File: src/rtl/uart_tx_core_pkg.sv
// -----------------------------------------------------------------------------
// uart_tx_core_pkg
// Shared definitions for the UART transmit core: FSM state encoding, the
// default oversampling ratio and the parity mode constants.
// -----------------------------------------------------------------------------
package uart_tx_core_pkg;

    // Transmit FSM states, 3-bit encoding.
    typedef enum logic [2:0] {
        ST_IDLE   = 3'd0,
        ST_START  = 3'd1,
        ST_DATA   = 3'd2,
        ST_PARITY = 3'd3,
        ST_STOP   = 3'd4
    } tx_state_e;

    // Oversample ticks per bit time supplied by the tick generator.
    localparam int DEFAULT_OVERSAMPLE = 16;

    // Value XORed into the data reduction to form the parity bit.
    localparam logic PARITY_MODE_EVEN = 1'b0;
    localparam logic PARITY_MODE_ODD  = 1'b1;

endpackage : uart_tx_core_pkg

File: src/rtl/uart_tx_core.sv
// -----------------------------------------------------------------------------
// uart_tx_core
// Serialises parallel words onto the UART TX line. Each baud_tick_i pulse is
// one oversample tick; a bit lasts OVERSAMPLE ticks. Frame: start bit, data
// LSB first, optional parity bit, one or two stop bits.
//
// Ports
//   clk          system clock
//   rst_n        synchronous active-low reset
//   baud_tick_i  1-cycle oversample pulse from the tick generator
//   tx_data_i    word to send
//   tx_valid_i   tx_data_i valid
//   tx_ready_o   core can accept a word (high only in IDLE)
//   tx_o         serial line, idle high, registered
//   tx_busy_o    frame in progress
//   tx_done_o    1-cycle pulse at the end of the last stop bit
// -----------------------------------------------------------------------------
module uart_tx_core
    import uart_tx_core_pkg::*;
#(
    parameter int DATA_WIDTH = 8,
    parameter int OVERSAMPLE = DEFAULT_OVERSAMPLE,
    parameter int PARITY_EN  = 0,
    parameter int PARITY_ODD = 0,
    parameter int STOP_BITS  = 1
) (
    input  logic                  clk,
    input  logic                  rst_n,
    input  logic                  baud_tick_i,
    input  logic [DATA_WIDTH-1:0] tx_data_i,
    input  logic                  tx_valid_i,
    output logic                  tx_ready_o,
    output logic                  tx_o,
    output logic                  tx_busy_o,
    output logic                  tx_done_o
);

    localparam int TICK_W = $clog2(OVERSAMPLE);
    localparam int BIT_W  = $clog2(DATA_WIDTH + 1);

    localparam logic [TICK_W-1:0] TICK_LAST = TICK_W'(OVERSAMPLE - 1);
    localparam logic [BIT_W-1:0]  DATA_LAST = BIT_W'(DATA_WIDTH - 1);
    localparam logic [BIT_W-1:0]  STOP_LAST = BIT_W'(STOP_BITS - 1);
    localparam logic              PAR_MODE  = (PARITY_ODD != 0) ? PARITY_MODE_ODD
                                                                : PARITY_MODE_EVEN;

    tx_state_e             state_q,    state_d;
    logic [TICK_W-1:0]     tick_cnt_q, tick_cnt_d;
    logic [BIT_W-1:0]      bit_cnt_q,  bit_cnt_d;
    logic [DATA_WIDTH-1:0] shift_q,    shift_d;
    logic                  parity_q,   parity_d;
    logic                  tx_q,       tx_d;
    logic                  tx_done_q,  tx_done_d;
    logic                  bit_end;

    assign tx_ready_o = (state_q == ST_IDLE);
    assign tx_busy_o  = (state_q != ST_IDLE);
    assign tx_o       = tx_q;
    assign tx_done_o  = tx_done_q;

    // Last oversample tick of the current bit.
    assign bit_end = baud_tick_i && (tick_cnt_q == TICK_LAST);

    always_comb begin
        // NOTE: every signal driven here gets a default first so no path
        // through the case statement can leave one unassigned (no latches).
        state_d    = state_q;
        tick_cnt_d = tick_cnt_q;
        bit_cnt_d  = bit_cnt_q;
        shift_d    = shift_q;
        parity_d   = parity_q;
        tx_done_d  = 1'b0;
        tx_d       = 1'b1;

        // Ticks only advance bit timing while a frame is in flight.
        if (state_q != ST_IDLE && baud_tick_i) begin
            tick_cnt_d = bit_end ? '0 : tick_cnt_q + TICK_W'(1);
        end

        unique case (state_q)
            ST_IDLE: begin
                if (tx_valid_i) begin
                    state_d    = ST_START;
                    shift_d    = tx_data_i;
                    parity_d   = (^tx_data_i) ^ PAR_MODE;
                    tick_cnt_d = '0;
                    bit_cnt_d  = '0;
                end
            end
            ST_START: begin
                if (bit_end) begin
                    state_d   = ST_DATA;
                    bit_cnt_d = '0;
                end
            end
            ST_DATA: begin
                if (bit_end) begin
                    shift_d = shift_q >> 1;
                    if (bit_cnt_q == DATA_LAST) begin
                        state_d   = (PARITY_EN != 0) ? ST_PARITY : ST_STOP;
                        bit_cnt_d = '0;
                    end else begin
                        bit_cnt_d = bit_cnt_q + BIT_W'(1);
                    end
                end
            end
            ST_PARITY: begin
                if (bit_end) begin
                    state_d   = ST_STOP;
                    bit_cnt_d = '0;
                end
            end
            ST_STOP: begin
                if (bit_end) begin
                    if (bit_cnt_q == STOP_LAST) begin
                        state_d   = ST_IDLE;
                        tx_done_d = 1'b1;
                    end else begin
                        bit_cnt_d = bit_cnt_q + BIT_W'(1);
                    end
                end
            end
            default: state_d = ST_IDLE;
        endcase

        // The line is registered from the next state so it changes on the
        // same edge as the state: one cycle from handshake to start bit.
        unique case (state_d)
            ST_IDLE:   tx_d = 1'b1;
            ST_START:  tx_d = 1'b0;
            ST_DATA:   tx_d = shift_d[0];
            ST_PARITY: tx_d = parity_d;
            ST_STOP:   tx_d = 1'b1;
            default:   tx_d = 1'b1;
        endcase
    end

    // NOTE: state registers use non-blocking assignments so every register
    // samples the pre-edge values; reset is synchronous (only at a clk edge).
    always_ff @(posedge clk) begin
        if (!rst_n) begin
            state_q    <= ST_IDLE;
            tick_cnt_q <= '0;
            bit_cnt_q  <= '0;
            shift_q    <= '0;
            parity_q   <= 1'b0;
            tx_q       <= 1'b1;
            tx_done_q  <= 1'b0;
        end else begin
            state_q    <= state_d;
            tick_cnt_q <= tick_cnt_d;
            bit_cnt_q  <= bit_cnt_d;
            shift_q    <= shift_d;
            parity_q   <= parity_d;
            tx_q       <= tx_d;
            tx_done_q  <= tx_done_d;
        end
    end

endmodule : uart_tx_core

File: config.mk
export PLATFORM = sky130hd
export DESIGN_NAME = uart_tx_core
export DESIGN_NICKNAME = d
export VERILOG_FILES = /design/src/rtl/uart_tx_core_pkg.sv /design/src/rtl/uart_tx_core.sv
export SDC_FILE = /design/constraint.sdc
export NUM_CORES = 1
export LEC_CHECK = 0
export ABC_AREA = 1
export CAP_MARGIN = 15
export CORE_MARGIN = 2
export CORE_UTILIZATION = 45
export CTS_CLUSTER_DIAMETER = 150
export DETAILED_ROUTE_END_ITERATION = 8
export GPL_TIMING_DRIVEN = 0
export PLACE_DENSITY_LB_ADDON = 0.15
export SYNTH_ARGS = -nofsm -noshare
export SYNTH_HDL_FRONTEND = slang
export SYNTH_SLANG_ARGS = --single-unit
File: constraint.sdc
create_clock -name clk -period 1.95 [get_ports clk]
set_input_delay 0.585 -clock clk [delete_from_list [all_inputs] [get_ports clk]]
set_output_delay 0.585 -clock clk [all_outputs]
set_load 0.01 [all_outputs]
Word level (Yosys, flattened, before mapping)
Index checks and enable logic that the tools add are counted.

Add/sub/neg operators: 2. Multipliers: 0. Divide/modulo/power cells: 0. $lt $le $gt $ge: 0. Equal/unequal tests: 14. Shift operators: 0. Muxes and demuxes: 26. Bitwise gates (word level): 0. Reduce and logical (&&, ||, !) cells: 12.

Operators with widths (number): $mux W4 (10); $mux W3 (7); $mux W8 (2); $pmux W4 S4 (1); $pmux W8 S2 (1); $pmux W3 S5 (1); $eq A3 B2 Y1 const B (4); $add A4 B1 Y4 const B (2); $ne A2 B2 Y1 const B (4); $reduce_xor A8 Y1 (1); $eq A3 B1 Y1 const B (2); $reduce_and A3 Y1 (2); $reduce_and A6 Y1 (1); $eq A4 B3 Y1 const B (1); $eq A4 B4 Y1 const B (1); $logic_not A4 Y1 (1); $reduce_bool A4 Y1 (1); $eq A3 B3 Y1 const B (1); $logic_not A3 Y1 (1); $mux W1 (3); $pmux W1 S3 (1); $reduce_bool A3 Y1 (1); $logic_and A1 B1 Y1 (2); $ne A2 B1 Y1 const B (1); 2 further kinds (2).

Register bits after elaboration: 22. Bits in latches: 0. Bits in writable memories: 0. Bits in read-only memories: 0. Input port bits: 12. Output and inout bits: 4. Logic and storage cells: 62. Memories kept: 0.

Longest topological paths before layout
Word-level depth: 6. Depth in mapped cells: 11. Gate-level depth less buffers: 11.

Least setup slack after synthesis
Ideal clock, no wire load.

Kind: input -> register. Start: input port baud_tick_i. End: register bit_cnt_q[1]. Library setup time: 0.116 ns. Data arrival time: 1.322 ns. Required time: 1.834 ns. Path slack: 0.512 ns. Cell stages on the path: 9. Cell sequence: nand2_1 -> inv_1 -> nand2_1 -> nand2_1 -> nand2_1 -> nor2_1 -> nand2_1 -> o21ai_0 -> nor2_1.

Word-level cells in the longest chain between the ends: 3.

RTL lines: start, declared (line uart_tx_core.sv:29) `input logic baud_tick_i,`; $logic_and A1 B1 Y1 * (line uart_tx_core.sv:62) `assign bit_end = baud_tick_i && (tick_cnt_q == TICK_LAST);`; $ne A2 B2 Y1 (no line) or $ne A2 B1 Y1 (tied branches); $reduce_and A6 Y1 (no line) *; end signal, assigned (line uart_tx_core.sv:152) `bit_cnt_q <= bit_cnt_d;`; end, declared (line uart_tx_core.sv:49) `logic [BIT_W-1:0] bit_cnt_q, bit_cnt_d;`.

Mark *: on every way between the ends. The rest lies on a longest branch, timed or not. A chain may end at the register's enable or synchronous reset.

Final worst setup path
Start: register state_q[2]. End: output port tx_ready_o.

Word-level cells in the longest chain between the ends: 1.

RTL lines: start, declared (line uart_tx_core.sv:47) `tx_state_e state_q, state_d;`; start signal, assigned (line uart_tx_core.sv:150) `state_q <= state_d;`; $logic_not A3 Y1 (line uart_tx_core.sv:56) `assign tx_ready_o = (state_q == ST_IDLE);`; end, declared (line uart_tx_core.sv:32) `output logic tx_ready_o,`.

Every way passes these cells.

==> flow_summary.json <==
{
  "outcome": "completed",
  "p_sw_w": 0.0002556,
  "drive_gt1_frac": 0.1343,
  "hold_path_class": "reg -> reg",
  "cts_made_buffers": 3,
  "power_frac_clock": 0.266,
  "synth_nets": 211,
  "rows": 19,
  "syn_to_final_growth_pct": 18.09,
  "dp_hpwl_microns": 2104,
  "fin_skew_ps": 2.846,
  "drt-total-wl_microns": 2723,
  "finalSetupTns_ps": 0,
  "slew_headroom": 0.7087,
  "antenna_cells": 0,
  "post-route-period-util": 0.9560,
  "synth-seq-cells": 22,
  "grt_pass1_vias": 1096,
  "crit_fanout": 6,
  "dr.pass1.iters": 4,
  "drt_iter0_drc": 38,
  "antenna_found_initial": 0,
  "finalHoldViolCount": 0,
  "root_buffer": "clkbuf_4",
  "clockBufferDepth": 2,
  "worstSetupPathType": "reg -> out",
  "required_ps": 1360,
  "fillCellCount": 286,
  "clkTransAtPathRegs_ps": 120,
  "io_buffers": 15,
  "start_util": 0.4750,
  "powerDensity_nw_per_um2": 594.2,
  "syn_inst": 196,
  "grt_pass1_wl_microns": 4540,
  "core_area_sq_um": 2781,
  "nets": 232,
  "clkLatencyLatePin_ps": 300,
  "setup_viol": 0,
  "die_h_microns": 58.19,
  "finalMaxSlewViolations": 0,
  "yosysWarnings": 0,
  "htree_levels": 1,
  "ant_nets": 0,
  "fp.dieArea_sq_um": 3385,
  "cts_tree": "built",
  "tightest_slew_ps": 437.0,
  "cts_sinks": 22,
  "syn_area_sq_um": 1321,
  "io_pins": 16,
  "grt-ovfl-total": 0,
  "post-route-util": 0.5610,
  "period_needed_ps": 1864,
  "leakage_nw": 0.7127,
  "p_seq_frac": 0.522,
  "rsz0062_at_grt": "false",
  "die_w_microns": 58.19,
  "comb_power_share": 0.212,
  "ys_seq_area_frac": 0.3333,
  "endpoint_kind": "output port",
  "avgSynthCellArea_sq_um": 6.741,
  "gp_congestion": 0.7693,
  "via_per_inst": 5.182,
  "arrival_ps": 1280,
  "hold_buffers": 0,
  "fmax_mhz": 536.4,
  "ys_types": 28,
  "holdPathStages": 2,
  "power.internal_w": 0.0006715,
  "post_drt_wl_per_cell_microns": 11.02,
  "maxCapViolCount": 0,
  "post-route-drc-count": 0,
  "ir_drop_mv": 0.4018,
  "startpoint_type": "flip-flop",
  "grt_max_degree": 13,
  "reg2regPathDepth": 10,
  "switching_share": 0.2757,
  "vias": 1280,
  "grt_use_total": 0.1690
}
==> Yosys cell counts <==
library cell   n  area (sq um)
and3_2         1         7.510
dfxtp_1       22         440.4
nand2_1       59         221.5
or2_1          1         6.260
nor3_1         4         20.02
or2_2          1         6.260
nand2_2        1         6.260
nand4_1        4         25.02
nor2_1        16         60.06
xnor2_1        3         26.28
o211ai_1       1         7.510
clkbuf_1       1         3.750
nor2_2         4         25.02
nor2_4         5         56.30
a22oi_1        7         52.55
nand3_1       10         50.05
o21ai_0        3         15.01
inv_1         21         78.83
nand2_4        1         11.26
ha_1           3         37.54
a31oi_1        1         6.260
xor2_1         4         35.03
buf_6          1         11.26
inv_2          5         18.77
a21oi_1       14         70.07
o21ai_1        1         5.000
nand3_2        1         10.01
o21bai_1       1         7.510
==> timing repair <==
action                     CTS  global route
resized for setup            6             1
setup endpoints to repair    2             1
setup buffers                1             0
==> final timing paths <==
check                 from            to  slack [ps]
min             shift_q[4]    shift_q[4]         470
max             state_q[2]    tx_ready_o          90
max reg2reg  tick_cnt_q[0]  bit_cnt_q[1]         400
min reg2reg     shift_q[4]    shift_q[4]         470
==> cells by family after synthesis <==
| family | Yosys count | synth area share |
|---|---|---|
| adder cells (fa/ha/maj) | 3 | 0.02841 |
| XOR/XNOR | 7 | 0.04640 |
| AND/OR/NAND/NOR | 108 | 0.3826 |
| buffers and inverters | 28 | 0.08523 |
| AO/OA/AOI/OAI | 28 | 0.1241 |
| flip-flops | 22 | 0.3333 |
==> power by group through the flow <==
stage | Clock [W] | Sequential, W | Combinational (W)
2_1_floorplan | 0 | 0.000494 | 0.000128
3_3_place_gp | 0 | 0.000496 | 0.000189
3_5_place_dp | 0 | 0.000496 | 0.000194
4_1_cts | 0.000253 | 0.000484 | 0.000198
5_1_grt | 0.000275 | 0.000487 | 0.000221
6_report | 0.000246 | 0.000484 | 0.000197
==> stage by stage <==
step | total power [W] | hold slack (ps) | std cells | instance area [sq um] | worst slack (ps)
4_1_cts | 0.0009353 | 478.6 | 247 | 1558 | 76.49
6_report | 0.0009271 | 474.4 | 247 | 1560 | 85.80
5_1_grt | 0.0009829 | 488.8 | 247 | 1560 | 14.67
3_5_place_dp | 0.0006906 | 461.3 | 242 | 1510 | -201.6
2_1_floorplan | 0.0006223 | 443.2 | 196 | 1321 | 512.1
3_3_place_gp | 0.0006854 | 452.9 | 242 | 1510 | -159.5
==> worst max-delay path: stages (launching register included) <==
cell and delay (ps):
dfxtp_2 360, nor2_4 150, nand2_4 100, inv_2 100
dlygate4sd2_1 270
==> flip-flops by register name (all words and copies together) (netlist names) <==
| register | flops |
|---|---|
| bit_cnt_q | 4 |
| parity_q | 1 |
| shift_q | 8 |
| state_q | 3 |
| tick_cnt_q | 4 |
| tx_done_o | 1 |
| tx_o | 1 |
==> cells in the final DEF (no fill, tap or decap), drive strengths merged <==
cell type and n:
nand2 61, o21bai 1, a22oi 7, a31oi 1, clkbuf 5, ha 3
nand3 11, dfxtp 22, xnor2 3, a21oi 14, xor2 4, or2 2
and3 1, o211ai 1, o21ai 4, nand4 4, inv 26, nor2 25
clkdlybuf4s50 13, dlygate4sd2 2, buf 2, nor3 4
==> cell type report <==
class | count | area, sq um | share of cell area
Tap cell | 31 | 38.79 | 0.02486
Timing Repair Buffer | 16 | 155.1 | 0.09944
Clock buffer | 4 | 36.28 | 0.02326
Buffer | 2 | 15.01 | 0.009623
Multi-Input combinational cell | 146 | 770.7 | 0.4940
Sequential cell | 22 | 446.7 | 0.2863
Inverter | 26 | 97.59 | 0.06255
==> per-layer routing <==
metal	GRT usage	vias to the layer above	routed length (microns)
li1	-	669	-
met4	0.06645	0	31
met3	0.02455	5	151
met2	0.3003	33	1245
met5	0	-	0
met1	0.2039	573	1293
(Power assumes the default switching activity.)
==> edit 1: new RTL, config.mk and constraints unchanged <==
Add an input register stage for `baud_tick_i`, with the module's reset; this delays it by one clock. The other inputs are not delayed to match. Comments in the files are not updated.
--- a/src/rtl/uart_tx_core.sv
+++ b/src/rtl/uart_tx_core.sv
@@ -46,2 +46,12 @@
 
+    logic baud_tick_q;
+
+    always_ff @(posedge clk) begin
+        if (!rst_n) begin
+            baud_tick_q <= '0;
+        end else begin
+            baud_tick_q <= baud_tick_i;
+        end
+    end
+
     tx_state_e             state_q,    state_d;
@@ -61,3 +71,3 @@
     // Last oversample tick of the current bit.
-    assign bit_end = baud_tick_i && (tick_cnt_q == TICK_LAST);
+    assign bit_end = baud_tick_q && (tick_cnt_q == TICK_LAST);
 
@@ -75,3 +85,3 @@
         // Ticks only advance bit timing while a frame is in flight.
-        if (state_q != ST_IDLE && baud_tick_i) begin
+        if (state_q != ST_IDLE && baud_tick_q) begin
             tick_cnt_d = bit_end ? '0 : tick_cnt_q + TICK_W'(1);
Formal check against the unedited RTL: same outputs for any inputs over 10 cycles, from zero or initial values and one cycle with rst_n low; that may be too few to reach the edited logic, so the function may still have changed.
==> edit 1 against the unedited design <==
  * Power down 3.3%
  * Global-route usage up 0.69 points
  * Count of clock-buffer cells in the layout down 1
  * Setup slack better by 0.011 ns
  * Design area down 0.32%
  * Routed wire length down 4.6%
  * Area after synthesis up 0.66%
  * Sequential cell count up 1
  * Critical endpoint unchanged
==> edit 1: results <==
group,metric,value,unit
logic_synthesis,synth-seq-area-share,34.6,%
status,outcome,"complete, no violations",
min_path,min_delay_worst_type,"reg2reg",
cts,post_cts_resized,7,
sta,holdWs,0.475,ns
global_route,grt_pass1_wl,4720,um
setup_path,worstSetupStartpoint,"state_q[2]",
layout,final_layout_size_suffix_gt1_share,8.70,%
cts,clk_root_buf,"sky130_fd_sc_hd__clkbuf_4",
drt,drt_iter0_markers,50,
global_route,first_global_vias,1105,
power,leakage,0.752,nW
drt,avgViaCountPerCell,4.82,
layout,num_antenna_cells,0,
min_path,timing.hold.worst.start,"shift_q[4]",
cts,cts_inserted_buffers,3,
drt,dr_wl_met2,1100,um
logic_synthesis,synth_enable_flop_cells,0,
cts,clk_pin_slew_worst_paths,0.13,ns
logic_synthesis,synth.top_cells.by_area,"sky130_fd_sc_hd__dfxtp_1 (35%), sky130_fd_sc_hd__nand2_1 (21%), sky130_fd_sc_hd__inv_1 (8.5%)",
logic_synthesis,synth.cells.most_frequent,"sky130_fd_sc_hd__nand2_1 (73), sky130_fd_sc_hd__inv_1 (30), sky130_fd_sc_hd__dfxtp_1 (23)",
cts,clk-insertion-delay-late,0.32,ns
logic_synthesis,syn_area_per_cell,6.30,um^2
layout,filler_cell_count,295,
setup_path,critPathMaxFanout,4,
global_route,antenna_found_initial,0,
sta,slew_of_the_pin_with_the_lowest_slew_margin,0.440,ns
drt,postRouteWirelength,2600,um
cts,cts_setup_buffers,0,
logic_synthesis,mappedNetlistNets,226,
place,place_inst,257,
setup_path,setup.reg_to_reg.worst_slack,0.28,ns
setup_path,crit_path_dat,1.27,ns
layout,multiInputGateArea,746,um^2
drt,met3_length,81,um
drt,met1_length,1390,um
power,vdd_drop_max,0.453,mV
layout,final_layout_net_count,246,
drt,dr_total_vias,1258,
sta,worst_clock_skew,0.00484,ns
global_route,pin_count_of_the_biggest_net_entering_global_routing,14,
place,placement_stage_cell_area,1520,um^2
place,detailedPlacementHpwl,2040,um
logic_synthesis,yosysUniqueCellTypes,26,
place,gp_congestion,0.858,
global_route,globalRouteTotalUtil,17.6,%
cts,depth_of_the_cts_h_tree,1,
edit 1: cell types whose count changed after synthesis, moves of 2 or more:
cell and delta:
sky130_fd_sc_hd__a21oi_1 -4, sky130_fd_sc_hd__xor2_1 -2, sky130_fd_sc_hd__a22oi_1 -3, sky130_fd_sc_hd__o21ai_0 +2, sky130_fd_sc_hd__nor2_4 -4, sky130_fd_sc_hd__nor2_1 +6
sky130_fd_sc_hd__inv_1 +9, sky130_fd_sc_hd__inv_2 -3, sky130_fd_sc_hd__nand2_1 +14
edit 1: cells by family (layout without fill, tap and decap cells):
group | count (synthesis) | count (layout) | synth area share (%)
compound gates | 26 | 26 | 11.5
buf+inv | 34 | 53 | 9.69
fa+ha+maj | 3 | 3 | 2.82
simple gates | 121 | 121 | 38.8
xor+xnor | 4 | 4 | 2.63
flops | 23 | 23 | 34.6
edit 1: per-stage QoR:
step	power, mW	setup WS [ns]
2_1_floorplan	0.626	0.554
3_3_place_gp	0.688	-0.0185
3_5_place_dp	0.691	-0.00976
4_1_cts	0.914	0.0773
5_1_grt	0.954	0.0287
6_report	0.897	0.0971
edit 1: worst paths after layout:
| kind | end | cells past startpoint |
|---|---|---|
| max reg2reg | bit_cnt_q[1] | 8 |
| min | shift_q[4] | 2 |
| max | tx_ready_o | 4 |
| min reg2reg | shift_q[4] | 2 |
edit 1: critical path, delay by kind of cell (launching register included):
family                 cells  cell delay (ns)
buffers and inverters      2             0.37
DFF                        1             0.36
and+or+nand+nor            2             0.22
edit 1: final cells by class:
cell class	instances	area share, %
multi-input cells	154	47.9
flip-flops and latches	23	30.0
repair buffers	15	9.49
inverters	32	7.72
well taps	31	2.49
clock buffers	3	1.45
plain buffers	2	0.563
clock inverters	1	0.322
edit 1: report_power, final:
| part | switching (mW) | internal (mW) |
|---|---|---|
| logic | 0.0982 | 0.0745 |
| registers | 0.0133 | 0.490 |
| clock network | 0.144 | 0.0768 |
| total | 0.255 | 0.641 |
edit 1: metal layers:
metal,global-route usage [%],vias up
li1,-,705
met2,26.6,13
met1,25.0,535
met3,4.18,5
met4,4.98,0
met5,0,-
==> edit 2: new RTL, config.mk and constraints unchanged <==
Without the edit above. Change the parameter `PARITY_ODD` from 0 to 1.
--- a/src/rtl/uart_tx_core.sv
+++ b/src/rtl/uart_tx_core.sv
@@ -23,3 +23,3 @@
     parameter int PARITY_EN  = 0,
-    parameter int PARITY_ODD = 0,
+    parameter int PARITY_ODD = 1,
     parameter int STOP_BITS  = 1
Check against the original RTL: same outputs for any inputs over 10 cycles, from zero or initial values and one cycle with rst_n low; that may be too few to reach the edited logic, so the function may still have changed.
==> edit 2 against the unedited design <==
  * Design area fell by 2.4%
  * Count of clock-buffer cells in the layout decreased by 1
  * Via count increased by 2.8%
  * Power fell by 4.9%
  * Core utilization shrank 0.88 points
  * Synthesized cell count increased by 4.6%
  * Routed wire length grew 10%
  * Non-clock buffer count decreased by 2
  * Setup slack better by 0.016 ns
  * Sequential cell count unchanged
  * Highest routed layer unchanged
  * Area after synthesis is 1.8% lower
  * Worst hold slack better by 0.0062 ns
  * Combinational power is 7% lower
  * Clock power down 13%
==> edit 2: results <==
group,metric,value,unit
status,outcome,"complete, no violations",
cts,cts_inserted_buffers,3,
cts,cts_stage_hold_buffer_count,0,
sta,final-hold-violation-count,0,
min_path,timing.hold.worst.start,"shift_q[2]",
power,vdd_drop_max,0.387,mV
power,leakage,0.679,nW
setup_path,critPathMaxFanout,7,
setup_path,critical_path.reg2reg.startpoint,"tick_cnt_q[0]",
place,detailedPlacementHpwl,2350,um
setup_path,crit_path_dat,1.26,ns
setup_path,worstSetupStartpoint,"state_q[0]",
cts,clk_pin_slew_worst_paths,0.13,ns
sta,worst_clock_skew,0.0169,ns
drt,drtPass1Iterations,4,
min_path,min_delay_worst_type,"reg2reg",
logic_synthesis,synth.cells.most_frequent,"sky130_fd_sc_hd__nand2_1 (72), sky130_fd_sc_hd__dfxtp_1 (22), sky130_fd_sc_hd__inv_1 (21)",
layout,final_layout_size_suffix_gt1_share,11.7,%
place,place.port_buffers,15,
setup_path,timing.critical_path.slowest_stage_cell,"sky130_fd_sc_hd__dfxtp_4",
drt,avgRoutedWirePerCell,11.8,um
setup_path,timing.critical_path.slowest_cell_delay,0.40,ns
place,gp_congestion,0.856,
setup_path,critical-path-top-delay-family,"flip-flops",
global_route,antenna_found_initial,0,
layout,reg.largest.list,"shift_q x8, bit_cnt_q x4, tick_cnt_q x4",
min_path,cell_count_of_the_worst_hold_path,2,
logic_synthesis,yosys_warnings,0,
global_route,grt_pass1_wl,5340,um
cts,clk-insertion-delay-late,0.32,ns
cts,cts_setup_buffers,0,
drt,avgViaCountPerCell,5.18,
sta,slew_headroom,68.9,%
cts,clk_root_buf,"sky130_fd_sc_hd__clkbuf_4",
global_route,pin_count_of_the_biggest_net_entering_global_routing,12,
logic_synthesis,mappedNetlistNets,220,
global_route,first_global_vias,1292,
drt,drt_iter0_markers,62,
global_route,globalRouteTotalUtil,20.4,%
logic_synthesis,synth-seq-area-share,33.9,%
logic_synthesis,yosysUniqueCellTypes,22,
logic_synthesis,synth.top_cells.by_area,"sky130_fd_sc_hd__dfxtp_1 (34%), sky130_fd_sc_hd__nand2_1 (21%), sky130_fd_sc_hd__inv_1 (6.1%)",
layout,final_layout_net_count,240,
[edit 2: layout make-up]
cell class	instances	area [um^2]
inverter	26	97.6
multi-input combinational	156	766
tap	31	38.8
clock buffer	3	22.5
buffer	1	3.75
sequential	22	447
fill	277	1230
timing repair buffer	15	148
[edit 2: routing by layer]
layer,vias up,track usage (%),share of wire (%)
met5,-,0,0
met4,0,8.97,2.2
met3,10,3.35,4.9
met2,36,34.7,48
met1,580,25.2,45
li1,690,-,-
[edit 2: worst register-to-register path, stage by stage, from the launching register on]
cell                      delay [ns]
sky130_fd_sc_hd__dfxtp_1        0.37
sky130_fd_sc_hd__ha_1           0.16
sky130_fd_sc_hd__nand2_1        0.11
sky130_fd_sc_hd__inv_2          0.08
sky130_fd_sc_hd__nand2_2        0.13
sky130_fd_sc_hd__nand2_2        0.13
sky130_fd_sc_hd__nand3_1        0.12
sky130_fd_sc_hd__nor2_2         0.19
sky130_fd_sc_hd__nand2_1        0.07
sky130_fd_sc_hd__nand2_1        0.09
sky130_fd_sc_hd__nor2_1         0.05
[edit 2: logic make-up after synthesis]
family | synth area share [%]
DFF | 33.9
xor gates and xnor gates | 4.05
adders and majority gates | 2.89
buffers and inverters | 7.81
and+or+nand+nor | 39.5
AOI/OAI and AO/OA | 11.8
[edit 2: worst paths after layout]
check | to | slack [ns]
worst min register to register | shift_q[1] | 0.48
worst min-delay path | shift_q[1] | 0.48
worst max register to register | bit_cnt_q[1] | 0.34
worst max-delay path | tx_busy_o | 0.10
[edit 2: metrics by stage]
stage / setup TNS, ns / instance area, um^2 / cells / setup slack (ns) / power (mW)
final: 0 / 1520 / 254 / 0.101 / 0.882
after global routing: 0 / 1520 / 254 / 0.00390 / 0.939
after CTS: 0 / 1520 / 254 / 0.0976 / 0.882
after detailed placement: -0.931 / 1490 / 251 / -0.186 / 0.679
after global placement: -0.823 / 1490 / 251 / -0.176 / 0.671
after floorplan: 0 / 1300 / 205 / 0.517 / 0.609
[edit 2: timing repair]
item / in CTS / in global routing
hold endpoints to repair: 0 / 0
gates cloned: 0 / 0
resized for setup: 7 / 2
endpoints found under the setup margin: 2 / 5
[edit 2: where the power goes]
group	total [mW]	switching (mW)	internal [mW]
registers	0.486	0.0152	0.471
logic	0.183	0.106	0.0765
clock network	0.213	0.141	0.0722
